**src/rtl/timer_pkg.sv**
```systemverilog
// Shared constants and helpers for the multi-channel prescaled timer.
package timer_pkg;

    localparam logic MODE_PERIODIC = 1'b0;
    localparam logic MODE_ONESHOT  = 1'b1;

    // Prescaler counter width: wide enough for the largest divide ratio 2^(2^SB-1).
    function automatic int unsigned pcnt_width(input int unsigned scaler_bits);
        return (32'd1 << scaler_bits) - 32'd1;
    endfunction

endpackage

```
**src/rtl/timer_channel.sv**
```systemverilog
// One timer slice: prescaler, down-counter, one-shot halt, tick pulse and sticky done flag.
module timer_channel
    import timer_pkg::*;
#(
    parameter int unsigned WIDTH       = 8,
    parameter int unsigned SCALER_BITS = 3
) (
    input  logic                   clk_i,
    input  logic                   rst_i,
    input  logic                   en_i,
    input  logic                   mode_i,
    input  logic                   load_i,
    input  logic [SCALER_BITS-1:0] ps_i,
    input  logic [WIDTH-1:0]       d_i,
    input  logic                   ack_i,
    output logic [WIDTH-1:0]       q_o,
    output logic                   tick_o,
    output logic                   done_o
);

    localparam int unsigned PW = pcnt_width(SCALER_BITS);

    logic [WIDTH-1:0] q_q, q_d;
    logic [PW-1:0]    pcnt_q, pcnt_d;
    logic             halted_q, halted_d;
    logic             tick_q, tick_d;
    logic             done_q, done_d;
    logic [PW-1:0]    mask;
    logic             active;
    logic             strobe;

    // Next-state: load beats strobe; a strobe at zero expires the channel.
    always_comb begin
        q_d      = q_q;
        pcnt_d   = pcnt_q;
        halted_d = halted_q;
        tick_d   = 1'b0;
        mask     = '0;
        for (int k = 0; k < int'(PW); k++) begin
            mask[k] = (k < int'(ps_i));
        end
        active = en_i && !((mode_i == MODE_ONESHOT) && halted_q);
        // ps==0 gives an empty mask, so the strobe fires every active cycle.
        strobe = active && (&(pcnt_q | ~mask));

        if (load_i) begin
            q_d      = d_i;
            pcnt_d   = '0;
            halted_d = 1'b0;
        end else if (active) begin
            pcnt_d = pcnt_q + PW'(1);
            if (strobe) begin
                if (q_q != '0) begin
                    q_d = q_q - WIDTH'(1);
                end else begin
                    tick_d = 1'b1;
                    if (mode_i == MODE_PERIODIC) begin
                        q_d = d_i;
                    end else begin
                        halted_d = 1'b1;
                    end
                end
            end
        end
        done_d = tick_d | (done_q & ~ack_i);
    end

    always_ff @(posedge clk_i) begin
        if (rst_i) begin
            q_q      <= '0;
            pcnt_q   <= '0;
            halted_q <= 1'b1;
            tick_q   <= 1'b0;
            done_q   <= 1'b0;
        end else begin
            q_q      <= q_d;
            pcnt_q   <= pcnt_d;
            halted_q <= halted_d;
            tick_q   <= tick_d;
            done_q   <= done_d;
        end
    end

    assign q_o    = q_q;
    assign tick_o = tick_q;
    assign done_o = done_q;

endmodule

```
**src/rtl/timer_multi.sv**
```systemverilog
// CHANNELS independent prescaled down-counters with a combined interrupt line.
module timer_multi
    import timer_pkg::*;
#(
    parameter int unsigned CHANNELS    = 4,
    parameter int unsigned WIDTH       = 8,
    parameter int unsigned SCALER_BITS = 3
) (
    input  logic                            clk,
    input  logic                            rst,
    input  logic [CHANNELS-1:0]             en,
    input  logic [CHANNELS-1:0]             mode,
    input  logic [CHANNELS-1:0]             load,
    input  logic [CHANNELS*SCALER_BITS-1:0] ps,
    input  logic [CHANNELS*WIDTH-1:0]       d_in,
    input  logic [CHANNELS-1:0]             ack,
    output logic [CHANNELS*WIDTH-1:0]       q,
    output logic [CHANNELS-1:0]             tick,
    output logic [CHANNELS-1:0]             done,
    output logic                            irq
);

    for (genvar i = 0; i < int'(CHANNELS); i++) begin : g_ch
        timer_channel #(
            .WIDTH       (WIDTH),
            .SCALER_BITS (SCALER_BITS)
        ) u_ch (
            .clk_i  (clk),
            .rst_i  (rst),
            .en_i   (en[i]),
            .mode_i (mode[i]),
            .load_i (load[i]),
            .ps_i   (ps[i*SCALER_BITS +: SCALER_BITS]),
            .d_i    (d_in[i*WIDTH +: WIDTH]),
            .ack_i  (ack[i]),
            .q_o    (q[i*WIDTH +: WIDTH]),
            .tick_o (tick[i]),
            .done_o (done[i])
        );
    end

    // done flags are registered, so the OR adds no extra stage.
    assign irq = |done;

endmodule

```
**config.mk**
```make
export PLATFORM = sky130hd
export DESIGN_NAME = timer_multi
export DESIGN_NICKNAME = d
export VERILOG_FILES = /design/src/rtl/timer_pkg.sv /design/src/rtl/timer_channel.sv /design/src/rtl/timer_multi.sv
export SDC_FILE = /design/constraint.sdc
export NUM_CORES = 1
export LEC_CHECK = 0
export ABC_AREA = 1
export ABC_CLOCK_PERIOD_IN_PS = 2100
export BUFFER_PORTS_ARGS = -buffer_cell sky130_fd_sc_hd__buf_2
export CORE_MARGIN = 1
export CORE_UTILIZATION = 55
export DETAILED_ROUTE_END_ITERATION = 10
export MAX_ROUTING_LAYER = met4
export PLACE_DENSITY = 0.85
export SLEW_MARGIN = 15
export SYNTH_ARGS = -nofsm -noshare
export SYNTH_HDL_FRONTEND = slang
export SYNTH_SLANG_ARGS = --single-unit
```
**constraint.sdc**
```tcl
create_clock -name clk -period 2.1 [get_ports clk]
set_clock_uncertainty 0.1 [all_clocks]
set_input_delay 0 -clock clk [delete_from_list [all_inputs] [get_ports clk]]
set_output_delay 0 -clock clk [all_outputs]
set_load 0.02 [all_outputs]
```
==> impl_metrics.tcl <==
set metrics [dict create \
    multiInputGateArea_um2 2570 \
    synth_cells 697 \
    slew_headroom 0.725 \
    crit_required_ns 2.23 \
    leakagePower_uw 0.00287 \
    grt_pass1_vias 4861 \
    area_growth_pct 32.0 \
    io_buffer_count 102 \
    synth.area.top_cells "dfxtp_1 (32%), nand2_1 (16%), nor2_1 (9.0%), inv_1 (6.6%), nand3_1 (5.6%)" \
    globalRouteOverflowTotal 0 \
    rr_worst_depth 4 \
    min-delay-start "load[0]" \
    seqPwrFrac 0.417 \
    antenna_cells 0 \
    antenna_found_initial 0 \
    clk_path_buf_depth 2 \
    fmax_mhz 484 \
    r2r-end "g_ch[1].u_ch.pcnt_q[0]" \
    clock_sinks 72 \
    worstHoldEndpoint "g_ch[0].u_ch.q_o[7]" \
    hold_ws_ns 0.0322 \
    fin_setup_tns_ns 0 \
    die-area_um2 8490 \
    wl_per_cell_um 12.7 \
    synth_seq_area_share 0.323 \
    hold_viol_final 0 \
    setup.worst_path.start_class "input port" \
    io_pins 103 \
    min_period_ns 2.07 \
    ys.flop_type "dfxtp_1" \
    htree_levels 3 \
    rrSetupSlack_ns 0.07 \
    hp-class "in -> reg" \
    fillCellCount 581 \
    fin_nets 938 \
    num_vias 5034 \
    wirelength_um 12300 \
    drive_gt1_frac 0.189 \
    syn_nets 771 \
    async_flop_share 0 \
    synth_top_area_cell "dfxtp_1" \
    combPwrFrac 0.277 \
    fin_crit_sh 0.984 \
    switchingPower_uw 1230 \
    dr.pass1.iters 5 \
    vdd_drop_max_mv 0.345 \
    ys.warnings.count 0 \
    cts_tree "yes" \
    drt_drc_violations_left 0 \
    grt_pass1_wl_um 20400 \
    switching_share 0.340 \
    synth_top_cell_area_share 0.323 \
    rsz0062_at_grt "no" \
    dieHeight_um 92.1 \
    power_density_nw_per_um2 615 \
    cts-root-buf "clkbuf_8" \
    cp.arrival_ns 2.20 \
    cts_buffers 9 \
    status "finished, final reports clean" \
    placementRows 32 \
    register_area_um2 1440 \
    ys_seq_elements 72 \
    crit_fanout 6 \
    hold_depth 5 \
    gp_routability_congestion 0.929 \
    r2r_start "g_ch[1].u_ch.halted_q" \
    grt_max_degree 25 \
    dr.first_iter.drc_count 313 \
    synth_edf_count 0 \
    clk_pin_slew_ns 0.08 \
    crit_path_end_kind "register" \
    vias_per_cell 5.18 \
    worstMarginPinSlew_ns 0.411 \
    ys_types 39 \
    setup_viol 0 \
    die_w_um 92.1 \
    syn_avg_cell_area_um2 6.41 \
    dp_hpwl_um 8100 \
    intPower_uw 2400 \
    ant_nets 0 \
    start_util 0.572 \
    path_class "in -> reg" \
    clk_latency_ns 0.35 \
    slew_viol_final 0 \
    groute.usage.overall 0.303 \
    drv_cap 0 \
    core_um2 7810 \
    syn_area_um2 4470 \
    clkPwrFrac 0.306 \
]
==> layer usage <==
metal  GRT usage  up-vias  wire length (um)  part of all wire
li1            -     2531                 -                 -
met1       0.331     2274              5130              0.42
met2       0.536      190              6150              0.50
met3      0.0464       39               667             0.054
met4       0.150        0               345             0.028
met5           -        -                 0                 0
==> synthesized netlist by cell type, types with 3 or more instances <==
cell and count:
o21ai_0 36, nand3_2 5, o21ai_1 9, o22ai_1 4, nand3_1 50, a21oi_1 36
dfxtp_1 72, nand2_1 192, inv_2 3, buf_6 5, xnor2_1 3, ha_1 12
nor3_1 13, nand2_2 9, nor2_4 6, buf_4 9, nor2_2 7, xor2_1 9
nor2_1 107, clkbuf_1 4, a21oi_4 3, inv_1 79
==> through the flow <==
| stage | instance area [um^2] | utilization | total power, uW | cells | setup slack [ns] |
|---|---|---|---|---|---|
| after floorplan | 4470 | - | 2180 | 697 | 0.439 |
| after global placement | 4980 | 0.638 | 2390 | 884 | 0.530 |
| after detailed placement | 4980 | 0.638 | 2420 | 884 | 0.427 |
| after CTS | 5870 | 0.752 | 3610 | 969 | 0.132 |
| after global routing | 5900 | 0.755 | 3830 | 971 | 0.00312 |
| final | 5900 | 0.755 | 3630 | 971 | 0.0341 |
==> critical path, cell delays in order <==
cell and delay [ns]:
dlygate4sd3_1 0.55, buf_2 0.16, a21oi_4 0.22, dlygate4sd3_1 0.63, a21oi_1 0.08, dlygate4sd3_1 0.56
==> layout by cell type, fill, tap and decap left out, drive strengths merged, types with 10 or more instances in the layout <==
master	synthesis	layout
o21ai	46	46
nand3	56	56
nor2	120	120
dlygate4sd3	0	68
inv	82	83
nor3	13	13
ha	12	12
dfxtp	72	72
buf	16	107
nand2	203	203
a21oi	41	41
clkbuf	4	10
==> cells by family after synthesis <==
group,count (synthesis),synth area share
AO/OA/AOI/OAI,100,0.130
buffers and inverters,104,0.104
AND/OR/NAND/NOR,397,0.387
adder cells (fa/ha/maj),12,0.0336
XOR/XNOR,12,0.0235
flip-flops,72,0.323
==> power by group through the flow <==
stage | clock (uW) | sequential (uW) | combinational (uW)
detailed placement | 0 | 1540 | 876
CTS | 1130 | 1510 | 973
global route | 1190 | 1520 | 1120
finish | 1110 | 1510 | 1000
global placement | 0 | 1540 | 851
floorplan | 0 | 1600 | 583
==> area by class of cell <==
type                    instances  area share
multi-input cells             521       0.437
flip-flops and latches         72       0.245
repair buffers                176       0.210
inverters                      84      0.0535
clock buffers                  10      0.0216
well taps                     102      0.0216
clock inverters                 6      0.0117
==> worst max-delay path by stage <==
stage,start,to,slack (ns),cells past startpoint
finish,mode[1],g_ch[1].u_ch.pcnt_q[0],0.03,6
global route,mode[1],g_ch[1].u_ch.pcnt_q[0],0.003,6
CTS,mode[1],g_ch[1].u_ch.pcnt_q[0],0.13,6
detailed placement,g_ch[1].u_ch.q_o[0],g_ch[1].u_ch.q_o[2],0.43,10
global placement,g_ch[1].u_ch.q_o[0],g_ch[1].u_ch.q_o[0],0.53,10
floorplan,g_ch[0].u_ch.q_o[0],g_ch[0].u_ch.q_o[2],0.44,11
==> sequential cells by signal (all words and copies together), names as in the netlist <==
signal              count
g_ch.u_ch.done_o        4
g_ch.u_ch.pcnt_q       28
g_ch.u_ch.tick_o        4
g_ch.u_ch.q_o          32
g_ch.u_ch.halted_q      4
==> repair_timing <==
| item | 4_1_cts | 5_1_grt |
|---|---|---|
| hold buffers | 69 | 0 |
| resized for setup | 0 | 5 |
| hold endpoints to repair | 65 | 0 |
| setup buffers | 0 | 2 |
| endpoints found under the setup margin | 0 | 3 |
No activity file was read; power rests on OpenSTA's default activity.
